==> src/rtl/uart_pad_rx_if.sv <==
// Receive byte stream from uart_pad_rx to its consumer.
// First-word fall-through: data is the FIFO head while valid.
interface uart_pad_rx_if;
  logic [7:0] rx_data_o;
  logic       rx_valid_o;
  logic       rx_ready_i;

  modport master (
    output rx_data_o,
    output rx_valid_o,
    input  rx_ready_i
  );

  modport slave (
    input  rx_data_o,
    input  rx_valid_o,
    output rx_ready_i
  );
endinterface

==> src/rtl/uart_pad_rx.sv <==
// 8N1 UART receiver, 16x oversampling, with receive FIFO
// and RTS flow control towards the pad.
module uart_pad_rx #(
  parameter int FIFO_DEPTH = 4,
  parameter int DIV_W      = 16
) (
  input  logic             clk,
  input  logic             rst,
  input  logic             rx_i,
  input  logic             en_i,
  input  logic [DIV_W-1:0] divisor_i,
  uart_pad_rx_if.master    rx_bus,
  output logic             rts_n_o,
  output logic             frame_err_o,
  output logic             overrun_o
);

  localparam int AW = $clog2(FIFO_DEPTH);
  localparam logic [AW:0] FULL_CNT = (AW+1)'(FIFO_DEPTH);
  localparam logic [AW:0] RTS_CNT  = (AW+1)'(FIFO_DEPTH - 1);

  typedef enum logic [1:0] {
    IDLE, START, DATA, STOP
  } state_t;

  state_t           state;
  state_t           state_nxt;
  logic             rx_meta;
  logic             rx_s;
  logic [DIV_W-1:0] div_q;
  logic [DIV_W-1:0] tick_cnt;
  logic [3:0]       smp_cnt;
  logic [2:0]       bit_cnt;
  logic [7:0]       shreg;
  logic             tick;
  logic             mid_tick;
  logic             end_tick;
  logic             stop_hit;
  logic             push_req;
  logic             push;
  logic             pop;
  logic             full;
  logic [7:0]       mem [FIFO_DEPTH];
  logic [AW-1:0]    wr_ptr;
  logic [AW-1:0]    rd_ptr;
  logic [AW:0]      count;
  logic [AW:0]      count_nxt;

  always_ff @(posedge clk or posedge rst) begin
    if (rst) begin
      rx_meta <= 1'b1;
      rx_s    <= 1'b1;
    end else begin
      rx_meta <= rx_i;
      rx_s    <= rx_meta;
    end
  end

  assign tick     = (state != IDLE) && (tick_cnt == div_q);
  assign mid_tick = tick && (smp_cnt == 4'd7);
  assign end_tick = tick && (smp_cnt == 4'd15);

  always_ff @(posedge clk or posedge rst) begin
    if (rst) state <= IDLE;
    else     state <= state_nxt;
  end

  always_comb begin
    state_nxt = state;
    if (!en_i) begin
      state_nxt = IDLE;
    end else begin
      unique case (state)
        IDLE:  if (!rx_s) state_nxt = START;
        START: if (mid_tick) state_nxt = rx_s ? IDLE : DATA;
        DATA:  if (end_tick && bit_cnt == 3'd7) state_nxt = STOP;
        STOP:  if (end_tick) state_nxt = IDLE;
        default: state_nxt = IDLE;
      endcase
    end
  end

  always_comb begin
    stop_hit    = en_i && (state == STOP) && end_tick;
    push_req    = stop_hit && rx_s;
    frame_err_o = stop_hit && !rx_s;
    overrun_o   = push_req && full && !pop;
    push        = push_req && (!full || pop);
  end

  // Counters only run inside a frame; IDLE and disable park them at 0.
  always_ff @(posedge clk or posedge rst) begin
    if (rst) begin
      div_q    <= '0;
      tick_cnt <= '0;
      smp_cnt  <= '0;
      bit_cnt  <= '0;
      shreg    <= '0;
    end else if (!en_i || state == IDLE) begin
      tick_cnt <= '0;
      smp_cnt  <= '0;
      bit_cnt  <= '0;
      if (!en_i) shreg <= '0;
      if (en_i && !rx_s) div_q <= divisor_i;
    end else begin
      tick_cnt <= tick ? '0 : tick_cnt + DIV_W'(1);
      if (tick) smp_cnt <= smp_cnt + 4'd1;
      if (state == START && mid_tick) smp_cnt <= '0;
      if (state == DATA && end_tick) begin
        shreg   <= {rx_s, shreg[7:1]};
        bit_cnt <= bit_cnt + 3'd1;
      end
    end
  end

  assign full              = (count == FULL_CNT);
  assign rx_bus.rx_valid_o = (count != '0);
  assign rx_bus.rx_data_o  = mem[rd_ptr];
  assign pop = rx_bus.rx_valid_o && rx_bus.rx_ready_i;

  always_comb begin
    count_nxt = count;
    unique case ({push, pop})
      2'b10:   count_nxt = count + (AW+1)'(1);
      2'b01:   count_nxt = count - (AW+1)'(1);
      default: count_nxt = count;
    endcase
  end

  always_ff @(posedge clk or posedge rst) begin
    if (rst) begin
      wr_ptr  <= '0;
      rd_ptr  <= '0;
      count   <= '0;
      rts_n_o <= 1'b1;
      for (int i = 0; i < FIFO_DEPTH; i++) mem[i] <= '0;
    end else begin
      if (push) begin
        mem[wr_ptr] <= shreg;
        wr_ptr      <= wr_ptr + AW'(1);
      end
      if (pop) rd_ptr <= rd_ptr + AW'(1);
      count   <= count_nxt;
      rts_n_o <= (count_nxt >= RTS_CNT);
    end
  end

endmodule

==> src/flat_wrapper.sv <==
// flat-port wrapper written by rule: the top's interface ports become plain ports
module uart_pad_rx_flat 
#(
  parameter int FIFO_DEPTH = 4,
  parameter int DIV_W      = 16
)
  (clk, rst, rx_i, en_i, divisor_i, rts_n_o, frame_err_o, overrun_o, rx_bus_rx_data_o, rx_bus_rx_valid_o, rx_bus_rx_ready_i);
  uart_pad_rx_if rx_bus_i ();
  input  logic clk;
  input  logic rst;
  input  logic rx_i;
  input  logic en_i;
  input  logic [DIV_W-1:0] divisor_i;
  output logic rts_n_o;
  output logic frame_err_o;
  output logic overrun_o;
  output wire logic [$bits(rx_bus_i.rx_data_o)-1:0] rx_bus_rx_data_o;
  output wire logic [$bits(rx_bus_i.rx_valid_o)-1:0] rx_bus_rx_valid_o;
  input wire logic [$bits(rx_bus_i.rx_ready_i)-1:0] rx_bus_rx_ready_i;
  assign rx_bus_rx_data_o = rx_bus_i.rx_data_o;
  assign rx_bus_rx_valid_o = rx_bus_i.rx_valid_o;
  assign rx_bus_i.rx_ready_i = rx_bus_rx_ready_i;
  uart_pad_rx #(.FIFO_DEPTH(FIFO_DEPTH), .DIV_W(DIV_W)) u_core (.clk(clk), .rst(rst), .rx_i(rx_i), .en_i(en_i), .divisor_i(divisor_i), .rx_bus(rx_bus_i), .rts_n_o(rts_n_o), .frame_err_o(frame_err_o), .overrun_o(overrun_o));
endmodule
==> config.mk <==
export PLATFORM = sky130hd
export DESIGN_NAME = uart_pad_rx_flat
export DESIGN_NICKNAME = d
export VERILOG_FILES = /design/src/rtl/uart_pad_rx_if.sv /design/src/rtl/uart_pad_rx.sv /design/src/flat_wrapper.sv
export SDC_FILE = /design/constraint.sdc
export NUM_CORES = 1
export LEC_CHECK = 0
export BUFFER_PORTS_ARGS = -buffer_cell sky130_fd_sc_hd__buf_2
export CORE_MARGIN = 2
export CORE_UTILIZATION = 47
export CTS_CLUSTER_DIAMETER = 80
export DETAILED_ROUTE_END_ITERATION = 10
export PLACE_DENSITY = 0.74
export SYNTH_ARGS = -nofsm -noshare
export SYNTH_HDL_FRONTEND = slang
export SYNTH_SLANG_ARGS = --single-unit
==> constraint.sdc <==
create_clock -name clk -period 3.5 [get_ports clk]
set_input_delay 0.7 -clock clk [delete_from_list [all_inputs] [get_ports clk]]
set_output_delay 0.7 -clock clk [all_outputs]
set_load 0.05 [all_outputs]
==> flow_summary_export.csv <==
group,metric,value,unit
sta,setup_viol,0,
sta,fin_crit_sh,93.7,%
logic_synthesis,synthCells,356,
clock_tree,htree_levels,3,
logic_synthesis,yosysTopAreaCell,"dfrtp_1",
power,pwr-share-seq,57.6,%
run,maxCapViolCount,0,
logic_synthesis,synth_area,4470,um^2
critical_path,cp.required,2.80,ns
floorplan,die_h,102,um
route,wl_per_cell,16.1,um
run_status,status,"finished clean",
critical_path,cp_slowest_cell,"dfrtp_1",
sta,worst_pin_slew,0.758,ns
logic_synthesis,synthArstFlopShare,100,%
logic_synthesis,synth_edf_count,0,
floorplan,initial_core_util,48.4,%
final_layout,final_common_cell,"dfrtp_1",
final_layout,final_area,5010,um^2
clock_tree,postCtsSetupBuffers,0,
global_route,overflow,0,
global_route,grt_max_degree,50,
critical_path,path_delay_family,"simple AND/OR/NAND/NOR gates",
critical_path,worst-path-buf-inv,2,
route,routed_wl,8.51,mm
min_path,hold_path.class,"reg -> reg",
route,vias_per_cell,5.44,
floorplan,die-area,10300,um^2
power,power.switching,524,uW
sta,relSlewSlack,49.1,%
global_route,grt_pass1_vias,2972,
critical_path,crit_type,"reg -> out",
power,p_int,1440,uW
critical_path,start_kind,"flop",
floorplan,core-area,9240,um^2
final_layout,num-nets-final,425,
clock_tree,cts_resized,0,
sta,slew_viol_final,0,
clock_tree,cts.path.max_buffers,2,
clock_tree,cts_root_buf,"clkbuf_8",
logic_synthesis,ys.warnings.count,0,
clock_tree,clock-sinks,91,
route,drtIter0Drc,121,
sta,whs,0.354,ns
critical_path,cp.arrival,2.58,ns
logic_synthesis,ys_types,51,
critical_path,path_max_fanout,17,
logic_synthesis,synth.area.top_cells,"dfrtp_1, mux2_2, xor2_1",
global_route,grt_util_all_layers,18.0,%
power,power.leakage,0.00224,uW
clock_tree,ctsHoldBuffers,0,
floorplan,num_io_pins,33,
sta,rsz0062_at_grt,"false",
logic_synthesis,synth_top_area_share,49.3,%
final_layout,most-common-layout-cells,"dfrtp_1, mux2_2, buf_2, nand2_1",
clock_tree,numCtsBuffers,9,
sta,fin_crit,3.28,ns
route,dr.pass1.iters,4,
logic_synthesis,synth.avg_cell_area,12.6,um^2
global_route,antenna_found_initial,0,
final_layout,area.growth.synth_to_final,12.0,%
floorplan,die_x,102,um
logic_synthesis,seq_area_frac_synth,51.0,%
power,swShare,26.7,%
route,vias,2873,
power,p_per_area,392,nW/um^2
final_layout,n_antenna_cell,0,
final_layout,layout-drive-gt1-share,33.6,%
sta,fmax,305,MHz
power,vdd_drop_max,245,uV
clock_tree,cts_tree,"done",
route,ant_nets,0,
route,drc,0,
sta,tns,0,ns
placed_design,gp_congestion,0.827,
placed_design,io_buffers,32,
critical_path,cp-end-kind,"output pin",
sta,final_hold_viol_count,0,
logic_synthesis,syn-num-nets,387,
power,clockPowerShare,34.0,%
critical_path,max_stage_delay,0.53,ns
placed_design,hpwl,6.12,mm
sta,skew,0.0117,ns
floorplan,core.rowCount,35,
placed_design,postPlaceCellArea,4820,um^2
logic_synthesis,synth-seq-cells,91,
clock_tree,clk_latency,0.37,ns
logic_synthesis,synthFlopType,"dfrtp_1",
global_route,grt_pass1_wl,14.3,mm
critical_path,crit_chain,"nor2_1 -> a2111oi_4 -> nand2_2 -> buf_4 -> or2_2 -> nor3_1 -> buf_2",
power,combPwrFrac,8.3,%
clock_tree,cts.reportedPaths.clkPinSlew,0.10,ns
==> power by group through the flow <==
stage	clock, uW	sequential [uW]	combinational [uW]
6_report	668	1130	164
5_1_grt	733	1140	184
4_1_cts	693	1130	166
3_5_place_dp	0	1150	166
3_3_place_gp	0	1150	161
2_1_floorplan	0	1140	122
==> sequential cells by signal, indices dropped and copies added (netlist names) <==
register / flops
u_core.div_q: 16
u_core.state: 2
u_core.rd_ptr: 2
u_core.bit_cnt: 3
u_core.rx_meta: 1
u_core.rx_s: 1
u_core.tick_cnt: 16
u_core.wr_ptr: 2
u_core.mem: 32
u_core.rts_n_o: 1
u_core.count: 3
u_core.shreg: 8
u_core.smp_cnt: 4
==> cell usage after synthesis, drive strengths merged, types with 5 or more instances <==
cell / number
ha: 9
nor4: 9
nand4: 5
mux4: 8
dfrtp: 88
nand3: 16
nor3: 8
mux2: 48
clkbuf: 11
xnor2: 13
xor2: 21
and3: 5
o21ai: 8
inv: 9
nand2: 27
nor2: 21
mux2i: 9
==> layer usage <==
metal  share of wire [%]  global-route usage [%]  vias up
met5                   0                       0        -
met3                 3.0                    4.28       13
met4                 1.6                    6.86        0
li1                    -                       -     1356
met1                  45                    23.4     1451
met2                  50                    29.4       53
==> path summary, 6_finish.rpt <==
kind | cells past startpoint | startpoint | end | slack, ns
setup reg to reg | 10 | u_core.tick_cnt[12] | u_core.rts_n_o | 0.46
min in group asynchronous | 2 | rst | u_core.div_q[10] | 0.43
hold / removal | 0 | u_core.rx_meta | u_core.rx_s | 0.35
hold reg to reg | 0 | u_core.rx_meta | u_core.rx_s | 0.35
setup / recovery | 7 | u_core.state[1] | overrun_o | 0.22
max in group asynchronous | 3 | rst | u_core.rx_meta | 2.34
==> per-stage QoR <==
| step | setup slack, ns | utilization [%] | cells | power, uW |
|---|---|---|---|---|
| after floorplan | 0.0902 | - | 356 | 1260 |
| after global placement | 0.499 | 52.2 | 512 | 1310 |
| after detailed placement | 0.439 | 52.2 | 512 | 1320 |
| after CTS | 0.229 | 54.2 | 528 | 1990 |
| after global routing | 0.0905 | 54.2 | 528 | 2050 |
| final | 0.220 | 54.2 | 528 | 1960 |
==> final cells by class <==
class,instances,area [um^2]
fillers,795,4230
flip-flops and latches,91,2280
multi-input cells,241,2100
repair buffers,42,248
well taps,129,161
clock buffers,9,124
clock inverters,7,62.6
inverters,9,35.0
==> cell families (layout without fill, tap and decap cells) <==
kind of cell	after synthesis	count (layout)	share of synthesized area, %
simple gates	108	108	14.7
fa+ha+maj	10	10	2.97
compound gates	24	24	4.26
xor+xnor	34	34	6.66
flops	91	91	51.0
buf+inv	24	67	2.21
mux	65	65	18.1
Note: power is estimated with default switching activity, not from simulation.
